==> config.mk <==
export PLATFORM = sky130hd
export DESIGN_NAME = w_input_conditioner
export DESIGN_NICKNAME = d
export VERILOG_FILES = /design/src/rtl/w_input_conditioner_pkg.sv /design/src/rtl/w_sync_chain.sv /design/src/rtl/w_input_conditioner.sv
export SDC_FILE = /design/constraint.sdc
export NUM_CORES = 1
export LEC_CHECK = 0
export CORE_AREA = 3 3 40 42
export DETAILED_ROUTE_END_ITERATION = 8
export DIE_AREA = 0 0 43 45
export PLACE_DENSITY = 0.46
export RECOVER_POWER = 50
export SYNTH_ARGS = -nofsm -noshare
export SYNTH_HDL_FRONTEND = slang
export SYNTH_SLANG_ARGS = --single-unit
==> constraint.sdc <==
create_clock -name clk -period 2.85 [get_ports clk]
set_input_delay 0.57 -clock clk [delete_from_list [all_inputs] [get_ports clk]]
set_output_delay 0.57 -clock clk [all_outputs]
set_load 0.02 [all_outputs]
==> src/rtl/w_input_conditioner_pkg.sv <==
// Shared definitions for the W input conditioner and the downstream detector stages.
//   deb_state_e          : debounce FSM encoding (ST_STABLE = 0, ST_CHECK = 1)
//   DEF_SYNC_STAGES      : default metastability chain depth
//   DEF_DEBOUNCE_CYCLES  : default number of agreeing samples needed to accept a new level
package w_input_conditioner_pkg;

   typedef enum logic {
      ST_STABLE = 1'b0,
      ST_CHECK  = 1'b1
   } deb_state_e;

   localparam int unsigned DEF_SYNC_STAGES     = 2;
   localparam int unsigned DEF_DEBOUNCE_CYCLES = 4;

endpackage

==> src/rtl/w_sync_chain.sv <==
// Metastability synchroniser: a SYNC_STAGES-deep flop chain with asynchronous reset to 0.
// Ports:
//   clk    in  sampling clock
//   reset  in  asynchronous, active-high reset
//   i_d    in  asynchronous input
//   o_q    out synchronised output (last stage of the chain)
module w_sync_chain #(
   parameter int unsigned SYNC_STAGES = 2
) (
   input  logic clk,
   input  logic reset,
   input  logic i_d,
   output logic o_q
);

   logic [SYNC_STAGES-1:0] r_chain;

   always_ff @(posedge clk or posedge reset) begin
      if (reset) begin
         r_chain <= '0;
      end else begin
         r_chain <= {r_chain[SYNC_STAGES-2:0], i_d};
      end
   end

   assign o_q = r_chain[SYNC_STAGES-1];

endmodule

==> src/rtl/w_input_conditioner.sv <==
// Conditions the raw asynchronous W line for the Mealy sequence detector: synchronises it,
// debounces it and drives registered complementary W / _W that change only on clk rising edges.
// Optional build macro: W_EDGE_EN adds registered one-cycle w_rise / w_fall pulses.
// Ports:
//   clk       in  single clock
//   reset     in  asynchronous, active-high reset
//   w_raw     in  raw asynchronous input
//   W         out conditioned level
//   _W        out complement of W, from the same register
//   w_stable  out 1 when no level change is pending
//   w_rise    out (W_EDGE_EN) pulse on the edge W goes 0->1
//   w_fall    out (W_EDGE_EN) pulse on the edge W goes 1->0
module w_input_conditioner
   import w_input_conditioner_pkg::*;
#(
   parameter int unsigned SYNC_STAGES     = DEF_SYNC_STAGES,
   parameter int unsigned DEBOUNCE_CYCLES = DEF_DEBOUNCE_CYCLES,
   parameter int unsigned CNT_W           = 3
) (
   input  logic clk,
   input  logic reset,
   input  logic w_raw,
   output logic W,
   output logic _W,
   output logic w_stable
`ifdef W_EDGE_EN
   ,
   output logic w_rise,
   output logic w_fall
`endif
);

   localparam logic [CNT_W:0] LP_CNT_TGT = (CNT_W + 1)'(DEBOUNCE_CYCLES);

   logic           w_sync;
   deb_state_e     r_state, w_state_d;
   logic [CNT_W-1:0] r_cnt, w_cnt_d;
   logic [CNT_W:0] w_cnt_inc;
   logic           r_w, w_w_d;

   w_sync_chain #(
      .SYNC_STAGES (SYNC_STAGES)
   ) u_sync (
      .clk   (clk),
      .reset (reset),
      .i_d   (w_raw),
      .o_q   (w_sync)
   );

   // One bit wider than the counter so the terminal compare cannot wrap.
   assign w_cnt_inc = {1'b0, r_cnt} + 1'b1;

   always_comb begin
      w_state_d = r_state;
      w_cnt_d   = r_cnt;
      w_w_d     = r_w;
      case (r_state)
         ST_STABLE: begin
            if (w_sync != r_w) begin
               if (DEBOUNCE_CYCLES == 1) begin
                  w_w_d = ~r_w;
               end else begin
                  w_cnt_d   = CNT_W'(1);
                  w_state_d = ST_CHECK;
               end
            end
         end
         ST_CHECK: begin
            if (w_sync == r_w) begin
               // Bounce back to the current level: abandon the pending change.
               w_cnt_d   = '0;
               w_state_d = ST_STABLE;
            end else if (w_cnt_inc == LP_CNT_TGT) begin
               w_w_d     = ~r_w;
               w_cnt_d   = '0;
               w_state_d = ST_STABLE;
            end else begin
               w_cnt_d = w_cnt_inc[CNT_W-1:0];
            end
         end
         default: begin
            w_cnt_d   = '0;
            w_state_d = ST_STABLE;
         end
      endcase
   end

   always_ff @(posedge clk or posedge reset) begin
      if (reset) begin
         r_state <= ST_STABLE;
         r_cnt   <= '0;
         r_w     <= 1'b0;
      end else begin
         r_state <= w_state_d;
         r_cnt   <= w_cnt_d;
         r_w     <= w_w_d;
      end
   end

   assign W        = r_w;
   assign _W       = ~r_w;
   assign w_stable = (r_state == ST_STABLE);

`ifdef W_EDGE_EN
   logic r_rise, r_fall;

   // Registered from the next-state of W so the pulse lands on the same edge W toggles.
   always_ff @(posedge clk or posedge reset) begin
      if (reset) begin
         r_rise <= 1'b0;
         r_fall <= 1'b0;
      end else begin
         r_rise <= w_w_d & ~r_w;
         r_fall <= ~w_w_d & r_w;
      end
   end

   assign w_rise = r_rise;
   assign w_fall = r_fall;
`endif

endmodule

==> metrics.yaml <==
layout:
  diodes: 0
  postLayoutCoreUtil_pct: 37.0
  final_cell_count_no_fill: 62
  drive_gt1_share_pct: 8.51
  syn2layout_area_growth_pct: 25.0
  final_net_count: 53
power:
  internal_power_w: 0.000273
  ir_worst_vdd_mv: 0.351
  comb_power_share_pct: 42.7
  switching_share_pct: 38.4
  cellLeakagePower_nw: 0.220
  sequentialPowerShare_pct: 38.2
  total_power_divided_by_cell_area_nw_per_um2: 933
  psw_w: 0.000170
  clock_power_share_pct: 19.1
drt:
  firstDrtPassIters: 2
  drt-vias-per-instance: 4.74
  wire_per_inst_um: 10.4
  routed-via-count: 294
  detail_route.iter0.violations: 1
  detail-route-antenna-nets: 0
  drc: 0
  finalWirelength_um: 645
grt:
  grt_remaining_overflow: 0
  number_of_antenna_violations_at_the_first_check_in_global_routing: 0
  grt_max_degree: 9
  grt_pass1_vias: 298
  global_route.usage.total_pct: 8.49
  global_route_wire_length_before_repair_um: 1180
worst_setup_path:
  critical-path-max-stage-delay_ps: 620
  reg2regPathDepth: 4
  startpoint: "r_state"
  cp-end-kind: "output pin"
  required_ps: 2280
  critical_path_depth: 2
  crit_type: "flop to output pin"
  critPathLaunchType: "flop"
  cp_num_buf_inv: 2
  endpoint_of_the_lowest_slack_register_to_register_path: "W"
  crit_path_max_fanout: 6
  critPathCapture: "w_stable"
  path_cells: "inv_1 -> clkdlybuf4s50_1"
  timing.critical_path.slowest_stage_cell: "sky130_fd_sc_hd__clkdlybuf4s50_1"
  r2r_setup_slack_ps: 1420
  critical-path-top-delay-family: "buffers and inverters"
  regToRegStartpoint: "r_cnt[0]"
  worstPathArrival_ps: 1400
timing:
  final.min_clock_period_ps: 1970
  final_critical_path_setup_slack_ps: 876
  max_freq_mhz: 507
  tightest_slew_ps: 363
  final_min_period_over_clock_period_pct: 69.3
  finalSetupViolations: 0
  timing.max_slew.rel_slack_pct: 75.6
  totalNegativeSetupSlack_ps: 0
  clock_skew_after_layout_ps: 0.929
  maxSlewViolCount: 0
  rsz0062_at_grt: "false"
  timing.final.hold_violations: 0
clocking:
  cts_made_buffers: 3
  resized_gates_after_cts: 0
  clockRootBuffer: "sky130_fd_sc_hd__clkbuf_4"
  post_cts_repair_timing_setup_buffer_count: 0
  cts_tree: "yes"
  cts.clk_slew.worst_paths_ps: 50
  clock_h_tree_levels: 1
  clock-sinks: 7
  cts_hold_buffers: 0
  clk_latency_ps: 240
  cts.path.max_buffers: 2
logic_synthesis:
  syn-cell-area_sq_um: 380
  synth-async-reset-ratio_pct: 100
  netlist.top_cell.by_area: "sky130_fd_sc_hd__dfrtp_1"
  synth_ff_type: "sky130_fd_sc_hd__dfrtp_1"
  warning_count_from_the_yosys_run: 0
  synth_top_area_share_pct: 46.1
  synth_cells: 38
  syn-num-nets: 43
  yosysMostFrequentCell: "sky130_fd_sc_hd__dfrtp_1"
  synth_top_cells_by_area: "sky130_fd_sc_hd__dfrtp_1 46%, sky130_fd_sc_hd__ha_1 6.6%, sky130_fd_sc_hd__xor2_1 4.6%"
  synthesis.area_per_instance_sq_um: 10.0
  synth_sequential_area_ratio_pct: 46.1
  synthDistinctLibCells: 22
  synth_edf_count: 0
  ys_seq_elements: 7
  synth.cells.most_frequent: "7 x sky130_fd_sc_hd__dfrtp_1, 3 x sky130_fd_sc_hd__inv_1, 3 x sky130_fd_sc_hd__nand2_1"
placed_design:
  placement.io_buffers: 5
  pre_cts_slack_ps: 1130
  dp.cells: 58
  gpl.final_weighted_congestion: 0.737
  dpl.hpwl_um: 527
floorplanning:
  rows: 13
  die_area_sq_um: 1940
  io_pins: 6
  core-area_sq_um: 1280
  die-width_um: 43
  floorplan.die.height_um: 45
  initial_core_util_pct: 29.6
worst_hold_path:
  hold_path.class: "flop to flop"
  worstHoldStart: "u_sync.r_chain[0]"
run_status:
  run_status: "complete, no violations"
flow_run:
  cap_viol_max_count: 0
==> how the worst min path moves through the flow <==
stage                   endpoint  slack, ps  cells past startpoint
3_3_place_gp   u_sync.r_chain[1]        340                      0
4_1_cts        u_sync.r_chain[1]        360                      0
6_report       u_sync.r_chain[1]        350                      0
3_5_place_dp   u_sync.r_chain[1]        350                      0
5_1_grt        u_sync.r_chain[1]        370                      0
2_1_floorplan  u_sync.r_chain[1]        330                      0
==> through the flow <==
stage / hold slack (ps) / area (sq um) / power (W)
finish: 353 / 475 / 0.000443
global route: 365 / 475 / 0.000485
CTS: 359 / 475 / 0.000455
detailed placement: 348 / 449 / 0.000364
global placement: 337 / 449 / 0.000363
floorplan: 331 / 380 / 0.000295
==> cell families after synthesis <==
group	Yosys count	share of synthesized area (%)
buf+inv	3	2.96
simple gates	15	21.4
flops	7	46.1
xor+xnor	3	6.91
fa+ha+maj	2	6.58
compound gates	8	16.1
==> per-layer routing <==
| metal | GRT usage (%) | share of wire [%] | up-vias |
|---|---|---|---|
| met5 | 0 | 0 | - |
| met1 | 9.18 | 44 | 135 |
| li1 | - | - | 156 |
| met4 | 9.04 | 0 | 0 |
| met3 | 1.20 | 2.2 | 0 |
| met2 | 13.8 | 54 | 3 |
==> cells in the final DEF, fill, tap and decap left out <==
master / n
sky130_fd_sc_hd__dfrtp_1: 7
sky130_fd_sc_hd__clkdlybuf4s50_1: 4
sky130_fd_sc_hd__inv_1: 3
sky130_fd_sc_hd__nand2_1: 3
sky130_fd_sc_hd__clkbuf_4: 3
sky130_fd_sc_hd__xor2_1: 2
sky130_fd_sc_hd__a21oi_1: 2
sky130_fd_sc_hd__nand3_1: 2
sky130_fd_sc_hd__nand3b_1: 2
sky130_fd_sc_hd__nor3_1: 2
sky130_fd_sc_hd__ha_1: 2
sky130_fd_sc_hd__o22a_1: 1
sky130_fd_sc_hd__xnor2_1: 1
sky130_fd_sc_hd__and2_1: 1
sky130_fd_sc_hd__a21bo_2: 1
sky130_fd_sc_hd__nand2b_1: 1
sky130_fd_sc_hd__o21ai_1: 1
sky130_fd_sc_hd__or2_1: 1
sky130_fd_sc_hd__a41oi_1: 1
sky130_fd_sc_hd__nor2_1: 1
sky130_fd_sc_hd__a2111oi_1: 1
sky130_fd_sc_hd__nor4_1: 1
sky130_fd_sc_hd__and3_1: 1
sky130_fd_sc_hd__a211o_1: 1
sky130_fd_sc_hd__clkbuf_1: 1
sky130_fd_sc_hd__dlygate4sd3_1: 1
==> worst register-to-register path, cell delays in order, from the launching register on <==
cell and delay (ps):
sky130_fd_sc_hd__dfrtp_1 440, sky130_fd_sc_hd__ha_1 320, sky130_fd_sc_hd__or2_1 250, sky130_fd_sc_hd__a41oi_1 200, sky130_fd_sc_hd__nor3_1 90
==> flip-flops by register name, summed over array words and instances (netlist names) <==
| signal | flops |
|---|---|
| W | 1 |
| r_cnt | 3 |
| r_state | 1 |
| u_sync.r_chain | 2 |
==> final cells by class <==
type	instances	area, sq um
clock buffers	4	26.3
fillers	140	810
inverters	3	11.3
multi-input cells	28	194
flip-flops and latches	7	175
well taps	15	18.8
repair buffers	5	50.0
==> power by group through the flow <==
stage | Combinational (W) | Sequential (W) | Clock (W)
floorplan | 0.000126 | 0.000170 | 0
global placement | 0.000192 | 0.000171 | 0
detailed placement | 0.000192 | 0.000172 | 0
CTS | 0.000194 | 0.000171 | 0.0000908
global route | 0.000214 | 0.000177 | 0.0000933
finish | 0.000189 | 0.000170 | 0.0000845
Note: power is estimated with default switching activity, not from simulation.
